--- src/rtl/barrel_shifter_pipe.sv ---
// barrel_shifter_pipe: pipelined WIDTH-bit barrel shifter with valid/ready on
// both sides. One mux level per shift-amount bit (largest first), each level
// followed by a register. The whole pipe freezes while the output is held.
// Optional feature macro: BARREL_SHIFTER_PIPE_CARRY_EN builds the carry path;
// without it c is tied low.

// One shift level: conditionally shifts by SHIFT, then registers the result.
module barrel_shifter_stage #(
  parameter int WIDTH = 64,
  parameter int TAGW  = 4,
  parameter int SHIFT = 1
) (
  input  logic             clk,
  input  logic             rst_n,
  input  logic             adv,
  input  logic             src_vld,
  input  logic [WIDTH-1:0] src_data,
  input  logic [TAGW-1:0]  src_tag,
  input  logic             src_en,
  input  logic             src_dir,
  input  logic             src_rot,
  input  logic             src_fill,
`ifdef BARREL_SHIFTER_PIPE_CARRY_EN
  input  logic             src_c,
  output logic             dst_c,
`endif
  output logic             dst_vld,
  output logic [WIDTH-1:0] dst_data,
  output logic [TAGW-1:0]  dst_tag
);
  logic [WIDTH-1:0] wrap, res;

  // Shift by SHIFT when this level's amount bit is set; the vacated end is
  // filled with rotated-out bits, the sign (arith right) or zero.
  always_comb begin
    if (src_rot)
      wrap = src_dir ? (src_data << (WIDTH - SHIFT)) : (src_data >> (WIDTH - SHIFT));
    else
      wrap = src_dir ? ({WIDTH{src_fill}} << (WIDTH - SHIFT)) : '0;
    res = src_data;
    if (src_en)
      res = (src_dir ? (src_data >> SHIFT) : (src_data << SHIFT)) | wrap;
  end

  // Level register; holds (bubbles included) whenever the pipe is stalled.
  always_ff @(posedge clk or negedge rst_n) begin
    if (!rst_n) begin
      dst_vld  <= 1'b0;
      dst_data <= '0;
      dst_tag  <= '0;
`ifdef BARREL_SHIFTER_PIPE_CARRY_EN
      dst_c    <= 1'b0;
`endif
    end else if (adv) begin
      dst_vld  <= src_vld;
      dst_data <= res;
      dst_tag  <= src_tag;
`ifdef BARREL_SHIFTER_PIPE_CARRY_EN
      dst_c    <= src_c;
`endif
    end
  end
endmodule

module barrel_shifter_pipe #(
  parameter int WIDTH = 64,
  parameter int TAGW  = 4,
  localparam int SW   = $clog2(WIDTH)
) (
  input  logic             clk,
  input  logic             rst_n,
  input  logic             in_valid,
  output logic             in_ready,
  input  logic [WIDTH-1:0] d_in,
  input  logic [SW-1:0]    sh_amt,
  input  logic             dir,
  input  logic [1:0]       op,
  input  logic [TAGW-1:0]  tag_in,
  output logic             out_valid,
  input  logic             out_ready,
  output logic [WIDTH-1:0] d_out,
  output logic [TAGW-1:0]  tag_out,
  output logic             z,
  output logic             n,
  output logic             c
);
  logic                    stall, adv;
  logic [SW:0]             vld_pipe;
  logic [SW:0][WIDTH-1:0]  data_p;
  logic [SW:0][TAGW-1:0]   tag_p;
  // Per-level control: index 0 is the input, higher indices are registered.
  logic [SW-1:0]           lv_dir, lv_rot, lv_fill;
  logic [SW-2:0]           dir_q, rot_q, fill_q;

  assign stall     = vld_pipe[SW] && !out_ready;
  assign adv       = !stall;
  assign in_ready  = !stall;

  assign vld_pipe[0] = in_valid;
  assign data_p[0]   = d_in;
  assign tag_p[0]    = tag_in;

  // op 11 decodes as logical; the arithmetic fill is folded into one bit.
  assign lv_dir  = {dir_q, dir};
  assign lv_rot  = {rot_q, (op == 2'b10)};
  assign lv_fill = {fill_q, (dir && (op == 2'b01) && d_in[WIDTH-1])};

  // Control shift register feeding levels 1..SW-1.
  always_ff @(posedge clk or negedge rst_n) begin
    if (!rst_n) begin
      dir_q  <= '0;
      rot_q  <= '0;
      fill_q <= '0;
    end else if (adv) begin
      dir_q  <= lv_dir[SW-2:0];
      rot_q  <= lv_rot[SW-2:0];
      fill_q <= lv_fill[SW-2:0];
    end
  end

`ifdef BARREL_SHIFTER_PIPE_CARRY_EN
  logic [SW:0]   c_p;
  logic [SW-1:0] idx_l, idx_r;

  // Carry is the last bit shifted/rotated out; for rotates this equals the
  // result LSB (left) or MSB (right), so one formula covers every mode.
  always_comb begin
    idx_r  = sh_amt - SW'(1);
    idx_l  = -sh_amt;
    c_p[0] = (sh_amt == '0) ? 1'b0 : (dir ? d_in[idx_r] : d_in[idx_l]);
  end
  assign c = c_p[SW];
`else
  assign c = 1'b0;
`endif

  for (genvar k = 0; k < SW; k++) begin : g_lvl
    // Only the not-yet-consumed amount bits travel down the pipe.
    logic [SW-1-k:0] amt_in;
    if (k == 0) begin : g_src
      assign amt_in = sh_amt;
    end else begin : g_src
      assign amt_in = g_lvl[k-1].g_reg.amt_q;
    end

    if (k < SW-1) begin : g_reg
      logic [SW-2-k:0] amt_q;
      // Remaining shift-amount bits for the following levels.
      always_ff @(posedge clk or negedge rst_n) begin
        if (!rst_n)   amt_q <= '0;
        else if (adv) amt_q <= amt_in[SW-2-k:0];
      end
    end

    barrel_shifter_stage #(
      .WIDTH (WIDTH),
      .TAGW  (TAGW),
      .SHIFT (1 << (SW-1-k))
    ) u_stage (
      .clk      (clk),
      .rst_n    (rst_n),
      .adv      (adv),
      .src_vld  (vld_pipe[k]),
      .src_data (data_p[k]),
      .src_tag  (tag_p[k]),
      .src_en   (amt_in[SW-1-k]),
      .src_dir  (lv_dir[k]),
      .src_rot  (lv_rot[k]),
      .src_fill (lv_fill[k]),
`ifdef BARREL_SHIFTER_PIPE_CARRY_EN
      .src_c    (c_p[k]),
      .dst_c    (c_p[k+1]),
`endif
      .dst_vld  (vld_pipe[k+1]),
      .dst_data (data_p[k+1]),
      .dst_tag  (tag_p[k+1])
    );
  end

  assign out_valid = vld_pipe[SW];
  assign d_out     = data_p[SW];
  assign tag_out   = tag_p[SW];
  assign z         = (data_p[SW] == '0);
  assign n         = data_p[SW][WIDTH-1];
endmodule

--- config.mk ---
export PLATFORM = sky130hd
export DESIGN_NAME = barrel_shifter_pipe
export DESIGN_NICKNAME = d
export VERILOG_FILES = /design/src/rtl/barrel_shifter_pipe.sv
export SDC_FILE = /design/constraint.sdc
export NUM_CORES = 1
export LEC_CHECK = 0
export CAP_MARGIN = 5
export CORE_MARGIN = 4
export CORE_UTILIZATION = 45
export DETAILED_ROUTE_END_ITERATION = 10
export PLACE_DENSITY = 0.71
export SETUP_SLACK_MARGIN = 0.15
export SLEW_MARGIN = 20
export SYNTH_ARGS = -nofsm -noshare
export SYNTH_HDL_FRONTEND = slang
export SYNTH_SLANG_ARGS = --single-unit
--- constraint.sdc ---
create_clock -name clk -period 1.5 [get_ports clk]
set_input_delay 0.3 -clock clk [delete_from_list [all_inputs] [get_ports clk]]
set_output_delay 0.3 -clock clk [all_outputs]
set_load 0.02 [all_outputs]
### After elaboration in Yosys (flattened, before gate mapping)

Index checks and enable logic that the tools add are counted.

* register bits: 444
* bits of input ports: 81
* output and inout bits: 73
* logic and storage cells: 70

* eq/ne operators: 2
* mux-type cells: 30
* bitwise gates (word level): 6
* reduce and logical (&&, ||, !) cells: 6

Operators with widths (number)
* 64-bit two-way mux: 30
* 64-bit OR: 6
* 64-bit zero test: 1
* 1-bit logical AND: 3
* 2-bit by 1-bit equality test with 1-bit output, second input constant: 1
* 2-bit equality test, second input constant: 1
* 1-bit zero test: 2

### Depth between registers and ports, before layout

* word-level depth: 7
* depth in mapped cells: 7
* mapped depth without buffers: 5

### Modules after synthesis

Synthesis repeated with hierarchy kept, for this count alone.

* cells, all modules: 2308
* area, all modules: 24328.3 um^2

By module, submodules not included
* barrel_shifter_stage at g_lvl[1].u_stage: times used 1, cells each 372, area each 4100.2 um^2, sequential area each 1726.7 um^2
* barrel_shifter_stage at g_lvl[3].u_stage: times used 1, cells each 373, area each 3906.2 um^2, sequential area each 1726.7 um^2
* barrel_shifter_stage at g_lvl[4].u_stage: times used 1, cells each 368, area each 3895.0 um^2, sequential area each 1726.7 um^2
* barrel_shifter_stage at g_lvl[2].u_stage: times used 1, cells each 369, area each 3881.2 um^2, sequential area each 1726.7 um^2
* barrel_shifter_stage at g_lvl[5].u_stage: times used 1, cells each 369, area each 3782.4 um^2, sequential area each 1726.7 um^2
* barrel_shifter_stage at g_lvl[0].u_stage: times used 1, cells each 366, area each 3460.8 um^2, sequential area each 1726.7 um^2
* barrel_shifter_pipe: times used 1, cells each 91, area each 1302.5 um^2, sequential area each 750.7 um^2

### Worst setup path after synthesis

No wires, ideal clock.

* path type: register -> output
* start: register g_lvl[5].u_stage.dst_data[0]
* end: output port z
* data arrival time: 1.475 ns
* required time: 1.200 ns
* setup slack: -0.275 ns
* stages on the path, launching flop included: 4
* path buffers: 0
* cell sequence: dfrtp_1 > nor4_1 > nand4_1 > nor4_1

* cells in the longest elaborated chain, start to end: 1

RTL lines
* start: declaration: RTL line 28 `output logic [WIDTH-1:0] dst_data,`
* start signal: assignment: RTL line 56 `dst_data <= res;`
* 64-bit zero test: RTL line 183 `assign z = (data_p[SW] == '0);`
* end: declaration: RTL line 83 `output logic z,`

Every way passes these cells.

### Final worst setup path

* start: register g_lvl[5].u_stage.dst_data[1]
* end: output port z

The elaborated chain is that of the path after synthesis.

==> qor.yml <==
run_status:
  outcome: "finished with violations"
  violations: "setup timing"
power_and_ir_drop:
  power_frac_seq_pct: 31.2
  clockPowerShare_pct: 14.4
  leakage_nw: 15.44
  total_power_mw: 83.29
  p_comb_share_pct: 54.4
  ir_drop_mv: 1.092
  p_int_mw: 47.27
  p_switching_mw: 36.02
  swShare_pct: 43.25
  power.density_mw_per_mm2: 2378
floorplan:
  die_w_um: 237.6
  dieArea_mm2: 0.05645
  start_util_pct: 45.86
  die_h_um: 237.6
  fp-row-count: 83
  ios: 154
  core_mm2: 0.05172
timing:
  slew_headroom_pct: 54.69
  slew_viol_final: 0
  hold_viol: 0
  clock_skew_ps: 25.41
  hold_slack_ps: 128.6
  setup_viol: 341
  tns_ps: -19510
  rsz0062_at_grt: "yes"
  finalWorstSetupSlack_ps: -918.6
  worst_pin_slew_ps: 672.6
  clock.fmax_mhz: 413.5
  layout_min_cycle_time_ps: 2419
  fin_crit_sh_pct: 161.2
critical_path:
  rr_startpoint: "g_lvl[5].u_stage.dst_vld"
  crit_required_ps: 1200
  rr_worst_depth: 9
  path_class: "reg2out"
  reg2reg_slack_ps: -200
  path_max_fanout: 2
  cp-end-kind: "output pin"
  reg2reg_to: "g_lvl[5].u_stage.dst_data[3]"
  arrival_ps: 2120
  cp-start-kind: "register"
clocking:
  clk_pin_slew_ps: 60
  cts_inserted_buffers: 48
  root_buffer: "clkbuf_16"
  clkSinkCount: 444
  cts_buffer_depth: 3
  h-tree-depth: 2
  clock_latency_ps: 610
  cts_tree: "built"
run:
  drv_cap: 0
logic_synthesis:
  ys_seq_elements: 444
  postSynthCellCount: 2759
  synth_area_mm2: 0.02372
  synth_top_cell_by_area: "dfrtp_1"
  mappedNetlistNets: 2840
  ys_types: 35
  ys_seq_area_share_pct: 46.84
  avgSynthCellArea_um2: 8.597
  synth_top_cell_area_share_pct: 46.84
  yosysWarnings: 0
  synth.area.top_cells: "dfrtp_1, nand2_1, mux2i_1"
layout:
  fin_util_pct: 67.72
  fin_area_mm2: 0.03502
  final_layout_size_suffix_gt1_share_pct: 34.25
  final_nets: 3172
  fillCellCount: 3444
  instances_no_fill: 3807
  diodes: 0
  area.growth.synth_to_final_pct: 47.65
global_route:
  overflow: 0
  grt_max_degree: 102
  met3_usage_pct: 3.365
  use_met2_pct: 44.34
  grt_pass1_wl_um: 117100
  busiest_layer: "met2"
  antenna_found_initial: 0
  grtUsageTotal_pct: 25.46
  grt_util_met1_pct: 32.25
  grt_pass1_vias: 21097
detailed_routing:
  wire_per_inst_um: 22.25
  drc: 0
  drt_iter0_markers: 2117
  ant_nets: 0
  vias: 22798
  drt_first_pass_iters: 6
  totalWireLength_um: 84720
  vias_per_cell: 5.988
place:
  pre_cts_ws_ps: -839.6
  dp.cells: 3516
  gp_congestion: 0.8867
  dp.final_hpwl_um: 46210
  numPortBuffers: 152
  dpl_cell_area_mm2: 0.02674
min_path:
  hp-class: "in2async"
## flip-flops by register name, summed over array words and instances, names as in the netlist
name,flops
rot_q,5
g_lvl.u_stage.dst_tag,24
dir_q,5
g_lvl.g_reg.amt_q,15
g_lvl.u_stage.dst_data,384
fill_q,5
g_lvl.u_stage.dst_vld,6
## cells in the final DEF, fill, tap and decap left out, types with 73 or more instances in the layout
cell | Yosys | final
nand2_1 | 764 | 580
dfrtp_1 | 444 | 433
o21ai_0 | 508 | 338
mux2i_1 | 259 | 259
o21ai_2 | 0 | 185
buf_6 | 22 | 171
o21ai_1 | 164 | 139
buf_4 | 94 | 121
nand2_2 | 0 | 95
nand2_4 | 0 | 89
clkbuf_16 | 0 | 84
clkdlybuf4s50_1 | 0 | 79
buf_12 | 1 | 74
a21oi_1 | 88 | 73
## power by group through the flow
stage	clock (mW)	combinational [mW]	sequential, mW
2_1_floorplan	0	21.4	21.8
3_3_place_gp	0	28.3	24.2
3_5_place_dp	0	29.2	24.6
4_1_cts	12.0	35.7	24.7
5_1_grt	12.6	48.4	26.5
6_report	12.0	45.3	26.0
## cell type report
cell class | instances | area (um^2) | share of cell area, %
clock buffers | 67 | 1383 | 3.948
clock inverters | 19 | 187.7 | 0.5359
inverters | 8 | 35.03 | 0.1000
multi-input cells | 2014 | 13250 | 37.82
flip-flops and latches | 444 | 11130 | 31.79
well taps | 680 | 850.8 | 2.429
repair buffers | 575 | 8187 | 23.38
## cells in the mapped netlist
master,number
and2_1,1
a31oi_1,14
clkbuf_2,8
a21oi_2,1
o21ai_4,1
a21o_1,24
buf_12,1
a221oi_2,10
nor2b_2,2
nor2b_1,1
o22ai_1,1
conb_1,1
o21ai_0,508
buf_6,22
inv_2,2
nor2_1,80
a22oi_2,10
a221oi_1,37
clkinv_1,1
buf_2,87
dfrtp_1,444
a22oi_1,14
clkbuf_1,66
nor4_1,17
o211ai_1,7
o21ai_1,164
nand2_1,764
mux2i_1,259
a21oi_1,88
nand4_1,4
inv_1,5
nand4b_1,1
buf_4,94
nand2b_1,5
buf_1,15
## worst max path at each step
stage / end / slack (ps) / start / cells past startpoint
6_report: z / -920 / g_lvl[5].u_stage.dst_data[1] / 5
5_1_grt: z / -1080 / g_lvl[5].u_stage.dst_data[1] / 5
4_1_cts: z / -860 / g_lvl[5].u_stage.dst_data[62] / 5
3_5_place_dp: z / -840 / g_lvl[5].u_stage.dst_data[12] / 5
3_3_place_gp: z / -830 / g_lvl[5].u_stage.dst_data[12] / 5
2_1_floorplan: z / -20 / g_lvl[5].u_stage.dst_data[6] / 3
## kinds of logic (layout without fill, tap and decap cells)
kind of cell,Yosys count,count (layout),share of synthesized area [%]
other,1,1,0.01581
AO/OA/AOI/OAI,879,879,20.49
buffers and inverters,301,669,7.517
multiplexers,259,259,10.93
AND/OR/NAND/NOR,875,875,14.21
flip-flops,444,444,46.84
## routing by layer
| metal | routed length, um | vias to the layer above | part of all wire [%] |
|---|---|---|---|
| li1 | - | 10185 | - |
| met1 | 31980 | 11188 | 38 |
| met2 | 42350 | 1070 | 50 |
| met3 | 5052 | 355 | 6.0 |
| met4 | 5335 | 0 | 6.3 |
| met5 | 0 | - | 0 |
## timing repair
action                     4_1_cts  5_1_grt
pin swaps                       39      184
setup endpoints to repair      494      512
gates resized for setup        706      738
gates cloned                    53       46
hold endpoints to repair       220        0
hold buffers                     1        0
setup buffers                   51       55
## worst max-delay path, stage by stage, from the launching register on
cell     delay [ps]
dfrtp_1         370
nor4_1          390
nand4_1         160
buf_4           180
nor4_4          230
buf_4           180
(Power assumes the default switching activity.)
